==> src/rtl/serial_adder.sv <==
`timescale 1ns/1ps
// Bit-serial adder that works one bit per clock, LSB first, with a single carry flip-flop.
// Operands come in through a valid/ready start handshake. The result is held in DONE until it is accepted.
module serial_adder #(
    parameter int WIDTH = 8
) (
    input  logic             clk,
    input  logic             rst,
    input  logic             start_valid,
    output logic             start_ready,
    input  logic [WIDTH-1:0] a_in,
    input  logic [WIDTH-1:0] b_in,
    input  logic             cin,
    output logic [WIDTH-1:0] sum_out,
    output logic             carry_out,
    output logic             done_valid,
    input  logic             done_ready,
    output logic             busy
);
    localparam int CW = $clog2(WIDTH);
    localparam logic [CW-1:0] LAST = CW'(WIDTH - 1);

    typedef enum logic [1:0] {IDLE, ADD, DONE} state_t;

    state_t           state;
    state_t           next_state;
    logic [WIDTH-1:0] a_reg;
    logic [WIDTH-1:0] b_reg;
    logic [WIDTH-1:0] sum_reg;
    logic             carry_reg;
    logic [CW-1:0]    count;
    logic             accept;
    logic             bit_sum;
    logic             bit_carry;

    assign accept    = (state == IDLE) && start_valid;
    assign bit_sum   = a_reg[0] ^ b_reg[0] ^ carry_reg;
    assign bit_carry = (a_reg[0] & b_reg[0]) | (carry_reg & (a_reg[0] ^ b_reg[0]));

    always_ff @(posedge clk or posedge rst) begin
        if (rst)
            state <= IDLE;
        else
            state <= next_state;
    end

    always_comb begin
        next_state  = state;
        start_ready = 1'b0;
        busy        = 1'b0;
        done_valid  = 1'b0;
        case (state)
            IDLE: begin
                start_ready = 1'b1;
                if (start_valid)
                    next_state = ADD;
            end
            ADD: begin
                busy = 1'b1;
                if (count == LAST)
                    next_state = DONE;
            end
            DONE: begin
                done_valid = 1'b1;
                if (done_ready)
                    next_state = IDLE;
            end
            default: next_state = IDLE;
        endcase
    end

    // The sum bits enter at the MSB. After WIDTH shifts, bit 0 of the result has reached bit 0.
    always_ff @(posedge clk or posedge rst) begin
        if (rst) begin
            a_reg     <= '0;
            b_reg     <= '0;
            sum_reg   <= '0;
            carry_reg <= 1'b0;
            count     <= '0;
        end else if (accept) begin
            a_reg     <= a_in;
            b_reg     <= b_in;
            carry_reg <= cin;
            count     <= '0;
        end else if (state == ADD) begin
            a_reg     <= a_reg >> 1;
            b_reg     <= b_reg >> 1;
            sum_reg   <= {bit_sum, sum_reg[WIDTH-1:1]};
            carry_reg <= bit_carry;
            count     <= count + 1'b1;
        end
    end

    assign sum_out   = sum_reg;
    assign carry_out = carry_reg;

endmodule
==> config.mk <==
export PLATFORM = sky130hd
export DESIGN_NAME = serial_adder
export DESIGN_NICKNAME = d
export VERILOG_FILES = /design/src/rtl/serial_adder.sv
export SDC_FILE = /design/constraint.sdc
export NUM_CORES = 1
export LEC_CHECK = 0
export ABC_CLOCK_PERIOD_IN_PS = 1600
export BUFFER_PORTS_ARGS = -buffer_cell sky130_fd_sc_hd__buf_2
export CORE_ASPECT_RATIO = 0.5
export CORE_MARGIN = 3
export CORE_UTILIZATION = 50
export CTS_BUF_LIST = sky130_fd_sc_hd__clkbuf_4 sky130_fd_sc_hd__clkbuf_8 sky130_fd_sc_hd__clkbuf_16
export CTS_CLUSTER_SIZE = 24
export DETAILED_ROUTE_END_ITERATION = 16
export PLACE_DENSITY = 0.82
export SYNTH_ARGS = -nofsm -noshare
export SYNTH_HDL_FRONTEND = slang
export SYNTH_SLANG_ARGS = --single-unit
==> constraint.sdc <==
create_clock -name clk -period 1.6 [get_ports clk]
set_input_delay 0.24 -clock clk [delete_from_list [all_inputs] [get_ports clk]]
set_output_delay 0.24 -clock clk [all_outputs]
set_load 0.01 [all_outputs]
==> metrics.md <==
| Metric | Value |
|---|---|
| Synth Net Count | `143` |
| Grt ovf | `0` |
| Avg Cell Area, Syn | `12.6 µm²` |
| Netlist cell types | `29` |
| Met1 Track Usage GR | `22.4%` |
| Total track usage | `16.5%` |
| Die height | `44.7 µm` |
| Full die area | `3730 µm²` |
| CP Max Fanout | `11` |
| Number of synthesized flops with an enable pin | `0` |
| M3 GR Usage | `5.58%` |
| Number of antenna violations at the first check in global routing | `0` |
| Critical-path cell list | `nand2b_1 > inv_4 > buf_2` |
| Yosys top cell by area | `dfrtp_1` |
| Detailed Route Iter0 Violations | `44` |
| Required @ worst endpoint | `1.36 ns` |
| Simple-gate share of the synthesized area | `16.3%` |
| Clock root buffer | `clkbuf_8` |
| Via Count | `1024` |
| Warnings, synthesis | `0` |
| Initial core utilization | `55.1%` |
| Slowest cell delay on critical path | `0.47 ns` |
| Achievable Freq | `0.659 GHz` |
| CTS Buf Count | `5` |
| CTS tree | `done` |
| Worst Path Arrival | `1.28 ns` |
| Final setup fails | `0` |
| # rows | `13` |
| FFs w/ async S/R, synth | `100%` |
| Largest net degree at the start of global routing | `31` |
| Buffers on Ports | `32` |
| WHS | `0.0244 ns` |
| Synth cell count leaders | `30 x dfrtp_1, 11 x inv_1, 10 x nor3b_1, 7 x a211oi_1, 7 x nor4b_1` |
| Dpl cell area | `1670 µm²` |
| Utilization after layout | `64.9%` |
| Synth Area in XOR/XNOR | `0%` |
| Worst setup EP type | `output port` |
| Multiplexer share of the synthesized area | `8.19%` |
| WL final | `2800 µm` |
| Synth area leaders | `dfrtp_1 50%, mux2_4 6.0%, nor3b_1 5.0%, o221a_2 4.5%, nor4b_1 4.1%` |
| Post-route setup slack | `0.0834 ns` |
| Antenna Violating Nets Remaining | `0` |
| Syn Inst Count | `119` |
| Setup tns final | `0 ns` |
| Hold Crit Class | `in -> async` |
| GPL Wtd Cong | `0.723` |
| TritonRoute pass-1 iters | `4` |
| Critical path class | `reg -> out` |
| Layout area overhead | `17.8%` |
| Grt peak-use layer | `met2` |
| Status | `complete, no violations` |
| Endpoints failing hold | `0` |
| Compound-gate portion of the synthesized area | `13.8%` |
| Sinks on Clock Net | `30` |
| Detail Placement HPWL | `2050 µm` |
| VDD IR-drop max | `0.749 mV` |
| Met2 GRT Util | `24.7%` |
| Max-cap violation count | `0` |
| CTS clock-pin slew for the worst setup and hold paths | `0.06 ns` |
| Largest family of logic cells by synthesized area | `simple AND/OR/NAND/NOR gates` |
| Post-Synth Adder-Cell Area | `3.01%` |
| Residual DRC | `0` |
| Sequential element share of the synthesized area | `50.2%` |
| Slew HR | `43.1%` |
| RSZ-0062 raised after global routing | `no` |
| Final worst path period need | `1.52 ns` |
| Power per cell area | `1950 nW/µm²` |
| Layout cell share with drive strength beyond 1 | `41.6%` |
| Count leader, synth | `dfrtp_1` |
| Startpoint Class | `flop` |
| Yosys reg bits | `30` |
| Core Region | `2720 µm²` |
| Final Instance Area | `1760 µm²` |
| Die X | `83.4 µm` |
| Per-cell routed wire length | `14.7 µm` |
| LEAKAGE | `0.825 nW` |
| Drt via density | `5.36` |
| Worst slew pin tran | `0.852 ns` |
| Cts-stage hold buffer count | `0` |
| Max stage delay cell, worst path | `dfrtp_2` |
| Share of the clock period used by the worst path | `94.8%` |
| N_diodes | `0` |
| Synth top area share | `50.2%` |
| Number of I/O pins | `33` |
| Vias in the first global route | `992` |
| Pre-CTS setup slack | `0.154 ns` |
| Skew-Pair Late Insertion Delay | `0.27 ns` |
| H-tree depth | `2` |
| First-pass GRT wire length | `4640 µm` |
| Slew Viols, Final | `0` |
| Post-Syn Area | `1500 µm²` |
| Post-layout nets | `178` |
| Final Skew | `0.00526 ns` |
| Ys flop type | `dfrtp_1` |
| Clock buffer depth | `2` |
[repair_timing]
item | 4_1_cts | 5_1_grt
endpoints found under the setup margin | 3 | 1
setup buffers | 0 | 0
gates resized for setup | 3 | 1
[metal layers]
layer  vias to the layer above  routed length, µm
li1                        511                  -
met3                         7                114
met1                       487               1350
met4                         0                 39
met2                        19               1300
met5                         -                  0
[cell usage in the layout, fill, tap and decap left out, drive strengths merged, types with 2 or more instances in the layout]
cell type  instances
buf               39
dfrtp             30
inv               12
nor3b             10
mux2               8
nor4b              7
a211oi             7
or4b               6
o221a              6
clkbuf             5
nand2b             3
nor2b              3
a22o               3
a221oi             2
ha                 2
clkinv             2
[worst paths after layout]
kind	start	end	slack, ns	depth (start not counted)
setup / recovery	state[1]	busy	0.08	3
hold / removal	rst	sum_out[3]	0.02	3
setup reg to reg	state[0]	a_reg[1]	0.14	2
hold reg to reg	b_reg[7]	b_reg[7]	0.50	1
max in group asynchronous	rst	state[1]	1.29	3
min in group clk	b_in[7]	b_reg[7]	0.22	2
[power by group]
part	internal [mW]	leakage, nW	switching, mW
Sequential	1.13	0.349	0.255
Combinational	0.826	0.433	0.670
Clock	0.291	0.0438	0.265
[worst max-delay path, delay by kind of cell (launching register included)]
family	cells	cell delay, ns
buffers and inverters	2	0.32
DFF	1	0.47
and+or+nand+nor	1	0.21
[cell type report]
type / count / area [µm²]
repair buffers: 39 / 213
multi-input cells: 66 / 626
fillers: 212 / 953
inverters: 12 / 47.5
clock inverters: 2 / 10.0
well taps: 37 / 46.3
flip-flops and latches: 30 / 752
clock buffers: 5 / 68.8
[cell families (layout without fill, tap and decap cells)]
group                    after synthesis  after routing
AND/OR/NAND/NOR                       31             31
buffers and inverters                 23             58
flip-flops                            30             30
multiplexers                           9              9
adder cells (fa/ha/maj)                3              3
AO/OA/AOI/OAI                         23             23
[through the flow]
stage	total power, mW	instances
5_1_grt	3.69	191
4_1_cts	3.47	191
2_1_floorplan	2.53	119
3_5_place_dp	2.89	184
3_3_place_gp	2.80	184
6_report	3.44	191
No activity file was read; power rests on OpenSTA's default activity.
